$ cat config.mk
export PLATFORM = sky130hd
export DESIGN_NAME = pa2se
export DESIGN_NICKNAME = d
export VERILOG_FILES = /design/src/rtl/pa2se.sv
export SDC_FILE = /design/constraint.sdc
export NUM_CORES = 2
export LEC_CHECK = 0
export BUFFER_PORTS_ARGS = -buffer_cell sky130_fd_sc_hd__clkbuf_2
export CAP_MARGIN = 20
export CORE_MARGIN = 2
export CORE_UTILIZATION = 30
export CTS_CLUSTER_DIAMETER = 50
export DETAILED_ROUTE_END_ITERATION = 7
export PLACE_DENSITY_LB_ADDON = 0.15
export RECOVER_POWER = 25
export SYNTH_ARGS = -nofsm -noshare
export SYNTH_HDL_FRONTEND = slang
export SYNTH_SLANG_ARGS = --single-unit
export TNS_END_PERCENT = 1
$ cat constraint.sdc
create_clock -name CLK -period 10.4 [get_ports CLK]
set_input_delay 1.04 -clock CLK [delete_from_list [all_inputs] [get_ports CLK]]
set_output_delay 1.04 -clock CLK [all_outputs]
set_load 0.02 [all_outputs]
$ cat src/rtl/pa2se.sv
// pa2se - parallel-to-serial converter for the FFT32 datapath.
// Accepts a frame as WORDS consecutive LANES-wide complex words and emits it
// one complex sample per clock through a two-bank ping-pong buffer, so that
// one frame can fill while the previous one drains.
// Optional build macro PA2SE_BITREV_EN: drain in bit-reversed sample order.
// Without it the drain follows natural order and starts right after word 0.
module pa2se #(
    parameter int nb    = 16,
    parameter int LANES = 4,
    parameter int FRAME = 32
) (
    input  logic                CLK,
    input  logic                RST,
    input  logic                START,
    input  logic [nb*LANES-1:0] DR,
    input  logic [nb*LANES-1:0] DI,
    output logic [nb-1:0]       OR,
    output logic [nb-1:0]       OI,
    output logic                VLD,
    output logic                RDY,
    output logic                BUSY,
    output logic                ERR
);

    localparam int WORDS = FRAME / LANES;
    localparam int NW    = $clog2(FRAME);
    localparam int LW    = $clog2(LANES);
    localparam int WW    = NW - LW;
    localparam int W     = nb * LANES;

    typedef enum logic [1:0] {B_FREE, B_FILL, B_FULL, B_DRAIN} bank_state_t;
    typedef enum logic {W_IDLE, W_FILL} wr_state_t;
    typedef enum logic {R_IDLE, R_DRAIN} rd_state_t;

    // Frame storage, address = {bank, word}. Kept as registers rather than
    // block RAM because sample 0 must leave one cycle after word 0 lands.
    logic [W-1:0] mem_r_q [2*WORDS];
    logic [W-1:0] mem_i_q [2*WORDS];

    // Bank bookkeeping
    bank_state_t bank_q [2];
    bank_state_t bank_d [2];
    logic [1:0]  bank_free;
    logic [1:0]  bank_elig;

    // Write side
    wr_state_t       wr_state_q, wr_state_d;
    logic [WW-1:0]   wr_cnt_q, wr_cnt_d;
    logic            wr_bank_q, wr_bank_d;
    logic            last_alloc_q, last_alloc_d;
    logic            err_q, err_d;
    logic            wr_en;
    logic            wr_start;
    logic            wr_end;
    logic [WW-1:0]   wr_word;

    // Read side
    rd_state_t       rd_state_q, rd_state_d;
    logic [NW-1:0]   rd_cnt_q, rd_cnt_d;
    logic            rd_bank_q, rd_bank_d;
    logic            rd_pick;
    logic            rd_sel;
    logic            rd_en;
    logic            rd_first;
    logic            rd_last;
    logic            drain_start;
    logic [NW-1:0]   rd_idx;
    logic [NW-1:0]   mem_idx;
    logic [WW:0]     rd_addr;
    logic [W-1:0]    rd_word_r;
    logic [W-1:0]    rd_word_i;
    logic [nb-1:0]   lane_r [LANES];
    logic [nb-1:0]   lane_i [LANES];

    // Output registers
    logic [nb-1:0]   or_q, oi_q;
    logic            vld_q, rdy_q;
    logic            last_q;
    logic            out_bank_q;

    // Per-bank status decode; drain eligibility depends on the output order
    for (genvar gi = 0; gi < 2; gi++) begin : g_bank
        assign bank_free[gi] = (bank_q[gi] == B_FREE);
`ifdef PA2SE_BITREV_EN
        assign bank_elig[gi] = (bank_q[gi] == B_FULL);
`else
        assign bank_elig[gi] = (bank_q[gi] == B_FILL) || (bank_q[gi] == B_FULL);
`endif
    end

    assign BUSY = (wr_state_q == W_FILL) || (bank_free == 2'b00);
    assign ERR  = err_q;

    // Write FSM: allocate the lower free bank on START, then count words
    always_comb begin
        wr_state_d   = wr_state_q;
        wr_cnt_d     = wr_cnt_q;
        wr_bank_d    = wr_bank_q;
        last_alloc_d = last_alloc_q;
        err_d        = err_q;
        wr_en        = 1'b0;
        wr_start     = 1'b0;
        wr_end       = 1'b0;
        wr_word      = wr_cnt_q;
        case (wr_state_q)
            W_IDLE: begin
                if (START) begin
                    if (bank_free != 2'b00) begin
                        wr_bank_d    = bank_free[0] ? 1'b0 : 1'b1;
                        last_alloc_d = wr_bank_d;
                        wr_en        = 1'b1;
                        wr_start     = 1'b1;
                        wr_word      = '0;
                        wr_cnt_d     = WW'(1);
                        wr_state_d   = W_FILL;
                    end else begin
                        err_d = 1'b1;
                    end
                end
            end
            W_FILL: begin
                // A START mid-fill cannot be honoured; flag it and carry on
                if (START) begin
                    err_d = 1'b1;
                end
                wr_en    = 1'b1;
                wr_cnt_d = wr_cnt_q + 1'b1;
                if (wr_cnt_q == WW'(WORDS - 1)) begin
                    wr_end     = 1'b1;
                    wr_state_d = W_IDLE;
                end
            end
        endcase
    end

    // Read FSM: the oldest eligible bank wins; the first read happens in IDLE
    always_comb begin
        rd_pick     = (bank_elig == 2'b11) ? ~last_alloc_q : (bank_elig[0] ? 1'b0 : 1'b1);
        rd_state_d  = rd_state_q;
        rd_cnt_d    = rd_cnt_q;
        rd_bank_d   = rd_bank_q;
        rd_sel      = rd_bank_q;
        rd_idx      = rd_cnt_q;
        rd_en       = 1'b0;
        rd_first    = 1'b0;
        rd_last     = 1'b0;
        drain_start = 1'b0;
        case (rd_state_q)
            R_IDLE: begin
                if (bank_elig != 2'b00) begin
                    rd_sel      = rd_pick;
                    rd_bank_d   = rd_pick;
                    rd_idx      = '0;
                    rd_en       = 1'b1;
                    rd_first    = 1'b1;
                    drain_start = 1'b1;
                    rd_cnt_d    = NW'(1);
                    rd_state_d  = R_DRAIN;
                end
            end
            R_DRAIN: begin
                rd_en    = 1'b1;
                rd_cnt_d = rd_cnt_q + 1'b1;
                if (rd_cnt_q == NW'(FRAME - 1)) begin
                    rd_last    = 1'b1;
                    rd_state_d = R_IDLE;
                end
            end
        endcase
    end

    // Map serial sample number to stored index
`ifdef PA2SE_BITREV_EN
    for (genvar gi = 0; gi < NW; gi++) begin : g_rev
        assign mem_idx[gi] = rd_idx[NW-1-gi];
    end
`else
    assign mem_idx = rd_idx;
`endif

    assign rd_addr   = {rd_sel, mem_idx[NW-1:LW]};
    assign rd_word_r = mem_r_q[rd_addr];
    assign rd_word_i = mem_i_q[rd_addr];

    for (genvar gi = 0; gi < LANES; gi++) begin : g_lane
        assign lane_r[gi] = rd_word_r[nb*gi +: nb];
        assign lane_i[gi] = rd_word_i[nb*gi +: nb];
    end

    // Bank lifecycle: free after last sample leaves, drain, fill, full
    always_comb begin
        for (int b = 0; b < 2; b++) begin
            bank_d[b] = bank_q[b];
            if (last_q && (out_bank_q == 1'(b))) begin
                bank_d[b] = B_FREE;
            end else if (drain_start && (rd_sel == 1'(b))) begin
                bank_d[b] = B_DRAIN;
            end else if (wr_start && (wr_bank_d == 1'(b))) begin
                bank_d[b] = B_FILL;
            end else if (wr_end && (wr_bank_q == 1'(b)) && (bank_q[b] == B_FILL)) begin
                // A bank already draining stays DRAIN when its fill completes
                bank_d[b] = B_FULL;
            end
        end
    end

    // Frame storage write port (no reset: contents are don't-care when FREE)
    always_ff @(posedge CLK) begin
        if (wr_en) begin
            mem_r_q[{wr_bank_d, wr_word}] <= DR;
            mem_i_q[{wr_bank_d, wr_word}] <= DI;
        end
    end

    // Control state registers
    always_ff @(posedge CLK) begin
        if (!RST) begin
            wr_state_q   <= W_IDLE;
            wr_cnt_q     <= '0;
            wr_bank_q    <= 1'b0;
            last_alloc_q <= 1'b0;
            err_q        <= 1'b0;
            rd_state_q   <= R_IDLE;
            rd_cnt_q     <= '0;
            rd_bank_q    <= 1'b0;
            for (int b = 0; b < 2; b++) begin
                bank_q[b] <= B_FREE;
            end
        end else begin
            wr_state_q   <= wr_state_d;
            wr_cnt_q     <= wr_cnt_d;
            wr_bank_q    <= wr_bank_d;
            last_alloc_q <= last_alloc_d;
            err_q        <= err_d;
            rd_state_q   <= rd_state_d;
            rd_cnt_q     <= rd_cnt_d;
            rd_bank_q    <= rd_bank_d;
            bank_q       <= bank_d;
        end
    end

    // Serial output stage; data forced to zero outside valid cycles
    always_ff @(posedge CLK) begin
        if (!RST) begin
            or_q       <= '0;
            oi_q       <= '0;
            vld_q      <= 1'b0;
            rdy_q      <= 1'b0;
            last_q     <= 1'b0;
            out_bank_q <= 1'b0;
        end else begin
            or_q       <= rd_en ? lane_r[mem_idx[LW-1:0]] : '0;
            oi_q       <= rd_en ? lane_i[mem_idx[LW-1:0]] : '0;
            vld_q      <= rd_en;
            rdy_q      <= rd_first;
            last_q     <= rd_last;
            out_bank_q <= rd_sel;
        end
    end

    assign OR  = or_q;
    assign OI  = oi_q;
    assign VLD = vld_q;
    assign RDY = rdy_q;

endmodule

Word-level counts from Yosys, hierarchy flattened
Memories as Yosys holds them, arrays and structs flattened.
Cells that the tools add are included.
{"block": "totals", "elab_cells": 118, "regBits": 53, "mem_count": 2, "mem_bits_ro": 0, "latchBits": 0, "mem_bits_rw": 2048}
{"block": "classes", "magnitude_cmp": 1, "n_shift": 0, "eq_ne": 12, "n_div": 0, "n_addsub": 2, "n_reduce_logical": 27, "mux": 50, "bitwise_logic": 9, "n_mul": 0}
{"name": "mem_i_q", "depth": 16, "word_bits": 64, "rd": 1, "rd_clocked_by_memory_dff": 0, "wr": 1, "line": "38", "source": "logic [W-1:0] mem_i_q [2*WORDS];"}
{"name": "mem_r_q", "depth": 16, "word_bits": 64, "rd": 1, "rd_clocked_by_memory_dff": 0, "wr": 1, "line": "37", "source": "logic [W-1:0] mem_r_q [2*WORDS];"}
{"operator": "$bmux 16 s2", "count": 2}
{"operator": "$mux 16", "count": 4}
{"operator": "$mux 1", "count": 23}
{"operator": "$mux 3", "count": 5}
{"operator": "$mux 5", "count": 3}
{"operator": "$mux 2", "count": 6}
{"operator": "$logic_and 1x1->1", "count": 10}
{"operator": "$ne 2x2->1 const B", "count": 5}
{"operator": "$pmux 1 s2", "count": 5}
{"operator": "$pmux 5 s2", "count": 1}
{"operator": "$not 1->1", "count": 8}
{"operator": "$eq 2x2->1 const B", "count": 3}
{"operator": "$logic_not 2->1", "count": 3}
{"operator": "$pmux 3 s2", "count": 1}
{"operator": "$reduce_and 2->1", "count": 3}
{"operator": "$reduce_and 3->1", "count": 2}
{"operator": "$reduce_bool 3->1", "count": 2}
{"operator": "$add 5x1->5 const B", "count": 1}
{"operator": "$eq 5x5->1 const B", "count": 1}
{"operator": "$eq 2x1->1 const B", "count": 2}
{"operator": "$reduce_bool 2->1", "count": 2}
{"operator": "$reduce_or 2->1", "count": 2}
{"operator": "$add 3x1->3 const B", "count": 1}
{"operator": "$eq 3x3->1 const B", "count": 1}
{"operator": "3 further kinds", "count": 5}

Depth between registers and ports, before layout
An unclocked memory read counts as a cell.
{"block": "logic_depth", "depth_word": 10, "mapped_depth": 12}

Least setup slack after synthesis
No wires, ideal clock.
{"block": "synth_timing", "kind": "in2reg", "start": "input port START", "end": "memory mem_i_q[2][0] (netlist bit), enable pin", "path_slack_ps": -649, "t_required_ps": 9628, "setup_ps": 772, "arrival_time_ps": 10277, "path_stages": 4, "path_cell_list": "nor2b_1 and2_1 o31a_1 nor3_1"}
{"block": "synth_between", "elab_chain_cells": 4}
{"item": "from (decl)", "line": "14", "source": "input logic START,"}
{"item": "$mux 1", "line": "107", "source": "if (START) begin"}
{"item": "$pmux 1 s2", "line": "105", "source": "case (wr_state_q)"}
{"item": "$mux 1", "line": "209", "source": "if (wr_en) begin"}
{"item": "$mux 1 (implied by the code)", "line": "211", "source": "mem_i_q[{wr_bank_d, wr_word}] <= DI;"}
{"item": "to (decl)", "line": "38"}
Parallel ways exist; a longest one is shown, timed or not.

Worst setup path in the final report
{"block": "layout_timing", "start": "register bank_q[0] (netlist bit)", "end": "register or_q[14] (netlist: OR[14])"}
{"block": "layout_between", "elab_chain_cells": 10}
{"item": "from (decl)", "line": "41", "source": "bank_state_t bank_q [2];"}
{"item": "from (signal assigned)", "line": "238", "source": "bank_q <= bank_d;"}
{"item": "$eq 2x1->1 / $eq 2x2->1 (equally long branches)", "line": "87", "source": "assign bank_elig[gi] = (bank_q[gi] == B_FILL) || (bank_q[gi] == B_FULL);"}
{"item": "$logic_or 1x1->1 *", "line": "87"}
{"item": "$eq 2x2->1", "line": "138", "source": "rd_pick = (bank_elig == 2'b11) ? ~last_alloc_q : (bank_elig[0] ? 1'b0 : 1'b1);"}
{"item": "$mux 1", "line": "138"}
{"item": "$mux 1 (2 in a row)"}
{"item": "$mem_v2 16x64"}
{"item": "$bmux 16 s2", "line": "252", "source": "or_q <= rd_en ? lane_r[mem_idx[LW-1:0]] : '0;"}
{"item": "$mux 16 (implied by the code) (2 in a row)", "line": "252"}
{"item": "to (signal assigned)", "line": "252"}
{"item": "to (decl)", "line": "76", "source": "logic [nb-1:0] or_q, oi_q;"}
Every way passes the cells marked *; elsewhere a longest branch is shown, timed or not. The select of a mux whose other input is x is not followed.
A chain may end at the register's enable or synchronous reset.

==> impl_metrics.tcl <==
set metrics [dict create \
    cts_tree "done" \
    slew_viol_final 21 \
    cp_max_fo 37 \
    antenna_left 0 \
    tightest_slew_ps 1550 \
    max_stage_delay_ps 760 \
    grt_pass1_wl_um 389000 \
    ir_worst_vdd_v 0.000199 \
    htreeDepth 5 \
    relSlewSlack_pct -3.48 \
    syn_avg_cell_area_sq_um 16.3 \
    cp_cell_sequence "inv_1, ha_1, o21bai_4, buf_4, buf_4, nand2_4, buf_4, buf_4, o221ai_1, o2bb2ai_1, a22oi_1, o32ai_1" \
    r2r-end "OR[14]" \
    yosys_warnings 0 \
    cts_buffers 281 \
    grt_pass1_vias 48600 \
    syn2layout_area_growth_pct 17.3 \
    period_needed_ps 4870 \
    finalHoldViolCount 0 \
    viasPerCell 5.28 \
    clock.fmax_mhz 205 \
    wl_per_cell_um 30.0 \
    insertion_delay_ps 870 \
    synthDistinctLibCells 68 \
    setup.worst_path.start_class "register" \
    syn_nets 5244 \
    drcViolationCount 0 \
    rr_worst_depth 12 \
    holdWs_ps 499 \
    numClockSinks 2101 \
    cp.depth 12 \
    overflow 0 \
    critPathTopFamily "buffers and inverters" \
    worstSetupEndpointType "register" \
    die_w_um 530 \
    cts_setup_buffers 0 \
    io_pins 167 \
    clkTransAtPathRegs_ps 60 \
    wirelength_um 277000 \
    die_h_um 530 \
    crit_path_start "bank_q[0]" \
    rsz0062_at_grt "no" \
    cp_common_cell "buf_4" \
    io_buffers 166 \
    antenna_found_initial 42 \
    rows 193 \
    fin_nets 5455 \
    status "complete, but fails checks" \
    hold_path_class "register to register" \
    crit_path_top_delay_cell "a22oi_1" \
    cp.arrival_ps 5550 \
    yosysSeqAreaShare_pct 75.3 \
    synth-main-ff-cell "edfxtp_1" \
    violations "slew limit" \
    syn_inst 5105 \
    cts-hold-fix-buffers 0 \
    p_total_mw 23.7 \
    die_area_sq_um 281000 \
    dr_total_vias 48900 \
    grt_max_degree 147 \
    ys_seq_elements 2101 \
    start_util_pct 30.1 \
    p_leak_nw 30.1 \
    drt_iter0_markers 4248 \
    drive_above_1_share_pct 17.2 \
    regToRegStartpoint "bank_q[0]" \
    synth_async_sr_flop_share_pct 0 \
    final_common_cell "edfxtp_1" \
    crit_type "register to register" \
    min_period_over_period_pct 46.9 \
    clk_path_buf_depth 4 \
    core-area_sq_um 276000 \
    track_usage_pct 19.4 \
    dp_hpwl_um 151000 \
    cts_root_buf "clkbuf_16" \
    layout_setup_ws_ps 5530 \
    synth_edf_count 2048 \
    cp_num_buf_inv 5 \
    crit_end "OR[14]" \
    max_cap_violations 0 \
    dr.pass1.iters 5 \
    n_fill_cell 26200 \
    synth.cell_area_sq_um 83100 \
    rrSetupSlack_ps 5530 \
    gp_congestion 0.750 \
    cellPowerDensity_nw_per_um2 243 \
    fin_skew_ps 77.9 \
    worstPathRequired_ps 11070 \
    pre_cts_ws_ps 5650 \
    layout_common_cells "edfxtp_1, nand2_1, clkbuf_16" \
    setup_violations 0 \
    ctsResizeCount 0 \
]
==> worst min-delay path, stage by stage (launching register included) <==
cell	delay (ps)
dfxtp_1	320
a21oi_1	40
nor2b_1	100
==> Yosys cell counts (17+ instances only) <==
cell	n	area share, %
a211oi_1	77	0.70
and3_1	20	0.15
a32o_1	17	0.20
edfxtp_1	2048	74
mux2_2	176	2.4
a22oi_1	46	0.42
o221ai_1	118	1.2
nand3_1	108	0.65
o21ai_0	125	0.75
buf_2	169	1.0
mux4_2	77	2.1
inv_1	64	0.29
a31oi_1	127	0.96
nand3b_1	22	0.20
o211ai_1	23	0.21
buf_1	41	0.19
nand2_1	316	1.4
a32oi_1	71	0.75
o31ai_1	20	0.18
o32ai_1	33	0.35
o22ai_1	85	0.64
a2111oi_0	35	0.37
clkbuf_1	145	0.66
nor2_1	181	0.82
o2bb2ai_1	20	0.21
dfxtp_1	53	1.3
buf_4	17	0.15
nand2b_1	30	0.23
a21oi_1	280	1.7
a221oi_1	71	0.75
mux2i_1	219	2.6
or3_1	18	0.14
nor2b_1	126	0.95
==> logic make-up after synthesis <==
kind of cell             synth area share, %
multiplexers                            7.14
buffers and inverters                   2.31
AO/OA/AOI/OAI                           10.3
AND/OR/NAND/NOR                         4.82
adder cells (fa/ha/maj)                0.120
flip-flops                              75.3
==> metal layers <==
metal	GRT usage [%]	wire length, um
met5	0	223
met4	4.39	5880
met3	3.31	14600
met2	32.0	133000
met1	26.5	124000
==> worst min path at each step <==
| stage | from | end | slack [ps] | cells after the start |
|---|---|---|---|---|
| final | ERR | ERR | 500 | 2 |
| after global placement | ERR | ERR | 480 | 2 |
| after CTS | ERR | ERR | 510 | 2 |
| after global routing | bank_q[2] | bank_q[2] | 540 | 2 |
| after detailed placement | ERR | ERR | 490 | 2 |
| after floorplan | last_alloc_q | last_alloc_q | 460 | 2 |
==> area by class of cell <==
class / instances / area (sq um) / share of cell area, %
Timing Repair Buffer: 301 / 1920 / 1.97
Clock inverter: 159 / 1750 / 1.80
Clock buffer: 341 / 7480 / 7.67
Inverter: 64 / 241 / 0.248
Antenna cell: 9 / 22.5 / 0.0231
Sequential cell: 2101 / 62600 / 64.2
Multi-Input combinational cell: 2567 / 18900 / 19.4
Tap cell: 3705 / 4640 / 4.75
==> stage by stage <==
stage / area [sq um] / util (%) / setup TNS, ps / std cells
2_1_floorplan: 83100 / - / -135840 / 5105
3_3_place_gp: 88300 / 32.0 / 0 / 8735
3_5_place_dp: 88300 / 32.0 / 0 / 8737
4_1_cts: 97600 / 35.3 / 0 / 9237
5_1_grt: 97500 / 35.3 / 0 / 9241
6_report: 97500 / 35.3 / 0 / 9247
==> registers in the layout, indices dropped and copies added (netlist names) <==
name / flops
bank_q: 4
OR: 16
RDY: 1
mem_i_q: 1024
OI: 16
out_bank_q: 1
wr_cnt_q: 3
wr_state_q: 1
rd_state_q: 1
ERR: 1
mem_r_q: 1024
wr_bank_q: 1
last_q: 1
VLD: 1
rd_cnt_q: 5
last_alloc_q: 1
==> power breakdown <==
part	total, mW	leakage, nW	internal [mW]	switching, mW
logic	4.04	6.66	1.01	3.03
clock network	9.64	4.48	5.88	3.76
registers	10.0	18.9	9.80	0.216
total	23.7	30.1	16.7	7.00
Power figures use the tool's default switching activity.
